<file path="src/rtl/piso_pkg.sv">
// Shared definitions for the piso/sipo serial link: bit-order mode codes and
// the transmitter state encoding.
package piso_pkg;

    localparam logic MODE_LSB_FIRST = 1'b0;
    localparam logic MODE_MSB_FIRST = 1'b1;

    typedef enum logic {
        IDLE  = 1'b0,
        SHIFT = 1'b1
    } state_e;

endpackage : piso_pkg

</file>
<file path="src/rtl/piso_shifter.sv">
// Parallel-in serial-out shifter: accepts a WIDTH-bit word over valid/ready and
// drives it one bit per clock on so, LSB or MSB first as selected per frame.
module piso_shifter
    import piso_pkg::*;
#(
    parameter int   WIDTH      = 4,
    parameter logic IDLE_LEVEL = 1'b0
) (
    input  logic             clk,
    input  logic             rst,
    input  logic             load_valid,
    output logic             load_ready,
    input  logic [WIDTH-1:0] pdata,
    input  logic             mode,
    output logic             so,
    output logic             so_valid,
    output logic             busy,
    output logic             done
);

    localparam int                CNT_W    = $clog2(WIDTH + 1);
    localparam logic [CNT_W-1:0]  CNT_LAST = CNT_W'(WIDTH);
    localparam logic [CNT_W-1:0]  CNT_ONE  = CNT_W'(1);

    state_e             state_q, state_d;
    logic [WIDTH-1:0]   shreg_q, shreg_d;
    logic [CNT_W-1:0]   cnt_q, cnt_d;
    logic               mode_q, mode_d;
    logic               so_q, so_d;
    logic               so_valid_q, so_valid_d;
    logic               busy_q, busy_d;
    logic               done_q, done_d;

    assign load_ready = (state_q == IDLE);
    assign so         = so_q;
    assign so_valid   = so_valid_q;
    assign busy       = busy_q;
    assign done       = done_q;

    always_comb begin
        // NOTE: every signal gets a default before the case so no path can infer a latch.
        state_d    = state_q;
        shreg_d    = shreg_q;
        cnt_d      = cnt_q;
        mode_d     = mode_q;
        so_d       = so_q;
        so_valid_d = so_valid_q;
        busy_d     = busy_q;
        done_d     = 1'b0;

        unique case (state_q)
            IDLE: begin
                so_d       = IDLE_LEVEL;
                so_valid_d = 1'b0;
                busy_d     = 1'b0;
                if (load_valid && load_ready) begin
                    state_d    = SHIFT;
                    mode_d     = mode;
                    busy_d     = 1'b1;
                    so_valid_d = 1'b1;
                    cnt_d      = CNT_ONE;
                    done_d     = (CNT_LAST == CNT_ONE);
                    if (mode == MODE_MSB_FIRST) begin
                        so_d    = pdata[WIDTH-1];
                        shreg_d = pdata << 1;
                    end else begin
                        so_d    = pdata[0];
                        shreg_d = pdata >> 1;
                    end
                end
            end

            SHIFT: begin
                if (cnt_q < CNT_LAST) begin
                    cnt_d  = cnt_q + CNT_ONE;
                    done_d = (cnt_d == CNT_LAST);
                    if (mode_q == MODE_MSB_FIRST) begin
                        so_d    = shreg_q[WIDTH-1];
                        shreg_d = shreg_q << 1;
                    end else begin
                        so_d    = shreg_q[0];
                        shreg_d = shreg_q >> 1;
                    end
                end else begin
                    // Final bit has been on the line for a cycle; close the frame.
                    state_d    = IDLE;
                    so_d       = IDLE_LEVEL;
                    so_valid_d = 1'b0;
                    busy_d     = 1'b0;
                end
            end

            default: state_d = IDLE;
        endcase
    end

    // NOTE: sequential state uses non-blocking assignments so all flops update together.
    always_ff @(posedge clk or negedge rst) begin
        if (!rst) begin
            state_q    <= IDLE;
            shreg_q    <= '0;
            cnt_q      <= '0;
            mode_q     <= MODE_LSB_FIRST;
            so_q       <= IDLE_LEVEL;
            so_valid_q <= 1'b0;
            busy_q     <= 1'b0;
            done_q     <= 1'b0;
        end else begin
            state_q    <= state_d;
            shreg_q    <= shreg_d;
            cnt_q      <= cnt_d;
            mode_q     <= mode_d;
            so_q       <= so_d;
            so_valid_q <= so_valid_d;
            busy_q     <= busy_d;
            done_q     <= done_d;
        end
    end

endmodule : piso_shifter

</file>
<file path="config.mk">
export PLATFORM = sky130hd
export DESIGN_NAME = piso_shifter
export DESIGN_NICKNAME = d
export VERILOG_FILES = /design/src/rtl/piso_pkg.sv /design/src/rtl/piso_shifter.sv
export SDC_FILE = /design/constraint.sdc
export NUM_CORES = 1
export LEC_CHECK = 0
export ABC_AREA = 1
export BUFFER_PORTS_ARGS = -buffer_cell sky130_fd_sc_hd__buf_4
export CORE_MARGIN = 3
export CORE_UTILIZATION = 30
export CTS_CLUSTER_DIAMETER = 60
export DETAILED_ROUTE_END_ITERATION = 16
export PLACE_DENSITY = 0.49
export SYNTH_ARGS = -nofsm -noshare
export SYNTH_HDL_FRONTEND = slang
export SYNTH_SLANG_ARGS = --single-unit
</file>
<file path="constraint.sdc">
create_clock -name clk -period 0.9 [get_ports clk]
set_clock_uncertainty 0.05 [all_clocks]
set_input_delay 0.09 -clock clk [delete_from_list [all_inputs] [get_ports clk]]
set_output_delay 0.09 -clock clk [all_outputs]
set_load 0.01 [all_outputs]
</file>
## Yosys cells after proc, flatten, opt, wreduce, memory -nomap -nowiden

Index checks and enable logic that the tools add are counted.

- Order comparisons: 1
- Reduce and logical (&&, ||, !) cells: 3
- Bitwise logic cells: 1
- Eq/ne operators: 4
- $add $sub $neg: 1
- Multiplexer cells: 20

Operator list:

| operator | count |
|---|---|
| two-way mux 4 bit | 4 |
| two-way mux 1 bit | 8 |
| one-hot mux 1 bit (2 select lines) | 4 |
| one-hot mux 4 bit (2 select lines) | 1 |
| two-way mux 3 bit | 2 |
| one-hot mux 3 bit (2 select lines) | 1 |
| inequality test 2 x 1 -> 1 bit (second input constant) | 2 |
| AND reduction 2 bit | 2 |
| adder 3 x 1 -> 3 bit (second input constant) | 1 |
| equality test 3 bit (second input constant) | 1 |
| < comparator 3 bit (second input constant) | 1 |
| inequality test 2 bit (second input constant) | 1 |
| logical AND 1 bit | 1 |
| inverter 1 bit | 1 |

- Output and inout port bits: 5
- Bits in registers: 12

## Logic depth before layout (Yosys ltp)

- Depth after elaboration: 4
- Depth in mapped cells: 6

## Least setup slack after synthesis

OpenSTA, ideal clock, no wires.

- Path type: reg-to-reg
- Start point: reg state_q
- End point: reg shreg_q[2]
- Arrival: 0.872 ns
- Required time: 0.733 ns
- Slack: -0.139 ns
- Cell stages (with the launch flop): 7
- Path buffers: 0
- Path through: dfrtp_1 > inv_2 > nand2_4 > nand2_4 > inv_1 > nand2_1 > nand2_1

- Longest elaborated chain between the ends: 4
- Elaborated cells between the ends (all ways): 6

Ends and longest elaborated chain:

| what | RTL line | source |
|---|---|---|
| start: declaration | piso_shifter.sv:25 | `state_e state_q, state_d;` |
| start signal: assignment | piso_shifter.sv:109 | `state_q <= state_d;` |
| inverter 1 bit (no line) * | - |  |
| via load_ready | piso_shifter.sv:12 | `output logic load_ready,` |
| logical AND 1 bit | piso_shifter.sv:56 | `if (load_valid && load_ready) begin` |
| inequality test 2 x 1 -> 1 bit (no line) | - |  |
| AND reduction 2 bit (no line) | - |  |
| end signal: assignment | piso_shifter.sv:110 | `shreg_q <= shreg_d;` |
| end: declaration | piso_shifter.sv:26 | `logic [WIDTH-1:0] shreg_q, shreg_d;` |

The timed path passes the listed nets; every way through them passes the cells marked *.
A chain may end at the register's enable or synchronous reset.

## Final worst setup path

- Start point: reg state_q
- End point: out load_ready

- Longest elaborated chain between the ends: 1

Ends and longest elaborated chain:

| what | RTL line |
|---|---|
| inverter 1 bit (no line) | - |
| end: declaration | piso_shifter.sv:12 |

No other way between the ends.

==> metrics.txt <==
Setup crit end kind primary output; Pleak 0.5078 nW; DR pass1 iterations 3; vias in the first global route 548; grt ovf 0; Worst path most repeated cell buf_6; CP Cell Sequence inv_2 > buf_6 > buf_6; Synthesized Nets 88; critical path startpoint category flip-flop; Post-Syn Area per Cell 7.892 um2; Remaining DRCs 0; Final WS setup -224.6 ps; Avg WL per Cell 11.52 um; Final Max Tran Viols 0; hpwl dp 1006 um; Achievable Freq 889.2 MHz; Worst Hold Class primary input to flip-flop; CP top delay family flip-flops; Crit path buffers/inverters 3; Post-DRT Antenna Nets 0; Fin. Hold Viols 0; largest net degree at the start of global routing 13; via count 586; detailed-route wire length 1520 um; Worst Setup SP state_q; drt first-iter violations 9; RSZ-0062 raised after global routing true; Vias per Instance 4.439; Cells after Synth 78; CP max stage cell dfrtp_1; met2 routed WL 738 um; n_diodes 0; TNS Setup -1741 ps; setup violation total in the final timing report 16; Worst EP required 760 ps; failing checks negative setup slack; Initial Util 33.47%; unique cell type count in the Yosys netlist 13; Worst-path clk slew 70 ps; sequential fraction of the synthesis area 48.78%; TritonCTS clock tree built; CP max FO 3; die area 2632 um2; register bit count reported by yosys 12; first-pass GRT wire length 2463 um; Final Cycle Share 125.0%; Num CTS Buffers 3; Crit Path Category flip-flop to primary output; DIE WIDTH 51.30 um; clock sink total 12; WP data arrival 980 ps; Reg2Reg Launch Point state_q; CORE AREA 1839 um2; max_cap viols 0; met3 wire len 62 um; GPL Wtd Cong 0.8947; Root Buffer clkbuf_4; Post-Route M1 WL 687 um; Slew @ Worst Pin 160.1 ps; Warnings, synthesis 0; VDD IR-drop max 1482 uV; Synth Cell Area 615.6 um2; nets 119; Tot GR Track Use 13.07%; headroom to the max-slew limit 89.32%; Area Growth Syn to Fin 52.85%; Skew-Pair Late Insertion Delay 270 ps; Final min period 1125 ps; port bufs 12; initial antenna violation count 0; Hold Path Origin mode; H-tree levels 1; CP peak stage delay 410 ps; Power Density 3349 nW/um2; Die Y 51.30 um; fin util 51.16%; IO Count 13; Longest Clk Path Bufs 2; DR top layer met4; status finished with violations; share of cells above drive strength 1 40.19%; std cell rows 15
repair_timing:
action / 4_1_cts / 5_1_grt
resized for setup: 16 / 9
endpoints found under the setup margin: 16 / 17
pin swaps: 4 / 0
cloned: 1 / 0
hold buffers: 2 / 0
setup buffers: 2 / 4
hold endpoints to repair: 13 / 0
cell families (layout without fill, tap and decap cells):
kind of cell	count (synthesis)	count (layout)	share of synthesized area, %
buffers and inverters	16	44	10.37
adder cells (fa/ha/maj)	2	2	4.064
AO/OA/AOI/OAI	12	12	10.37
AND/OR/NAND/NOR	36	37	26.42
flip-flops	12	12	48.78
path summary, 6_finish.rpt:
kind / to / slack [ps] / depth (start not counted)
min: so / 30 / 3
min reg2reg: shreg_q[1] / 430 / 2
max: load_ready / -220 / 3
max in group asynchronous: mode_q / 500 / 2
max reg2reg: shreg_q[0] / -170 / 5
min in group asynchronous: done / 140 / 2
cells in the mapped netlist:
master	instances	area, um2
nand2_4	2	22.52
nand3_1	7	35.03
dfrtp_1	12	300.3
buf_4	1	7.510
a21boi_0	1	7.510
inv_1	14	52.55
o22ai_1	1	6.260
nor3b_1	1	7.510
ha_1	2	25.02
inv_2	1	3.750
o21ai_0	8	40.04
a21oi_1	2	10.01
nand2_1	26	97.59
cell usage in the layout, fill, tap and decap left out, types with 4 or more instances in the layout:
cell and n:
inv_1 10, inv_2 4, nand2_1 22, buf_6 7
dfrtp_1 11, buf_4 17, o21ai_1 5, nand3_1 7
worst reg2reg max path: stages, from the launching register on:
cell	delay, ps
dfrtp_1	410
buf_4	170
nand2_8	90
nand2_4	80
nand3_1	80
o21ai_0	70
cell type report:
| class | instances | area [um2] |
|---|---|---|
| multi-input combinational | 51 | 300.3 |
| inverter | 15 | 58.81 |
| timing repair buffer | 26 | 226.5 |
| sequential | 12 | 301.5 |
| fill | 177 | 898.4 |
| clock buffer | 3 | 22.52 |
| tap | 25 | 31.28 |
through the flow:
step                      total power, mW  std cells  worst slack, ps  hold slack, ps  cell area [um2]
after global routing                3.430        132           -263.5           35.67            940.9
after detailed placement            2.280        120           -162.8          -112.2            777.0
final                               3.151        132           -224.6           31.83            940.9
after CTS                           2.935        128           -213.4           25.52            895.9
after global placement              2.282        120           -137.6          -111.6            777.0
after floorplan                     1.762         78           -117.2          -255.6            618.1
routing by layer:
layer	up-vias	global-route usage, %
li1	303	-
met1	269	17.09
met2	10	19.10
met3	4	4.373
met4	0	6.550
met5	-	0
power breakdown:
group          internal (mW)  leakage [nW]  switching (mW)
Sequential             0.788         0.149           0.200
Combinational          0.903         0.345           0.934
Clock                  0.155        0.0138           0.171
state kept, by name (all words and copies together) (netlist names):
signal	flops
state_q	1
cnt_q	3
mode_q	1
shreg_q	4
busy	1
so	1
done	1
(Power assumes the default switching activity.)
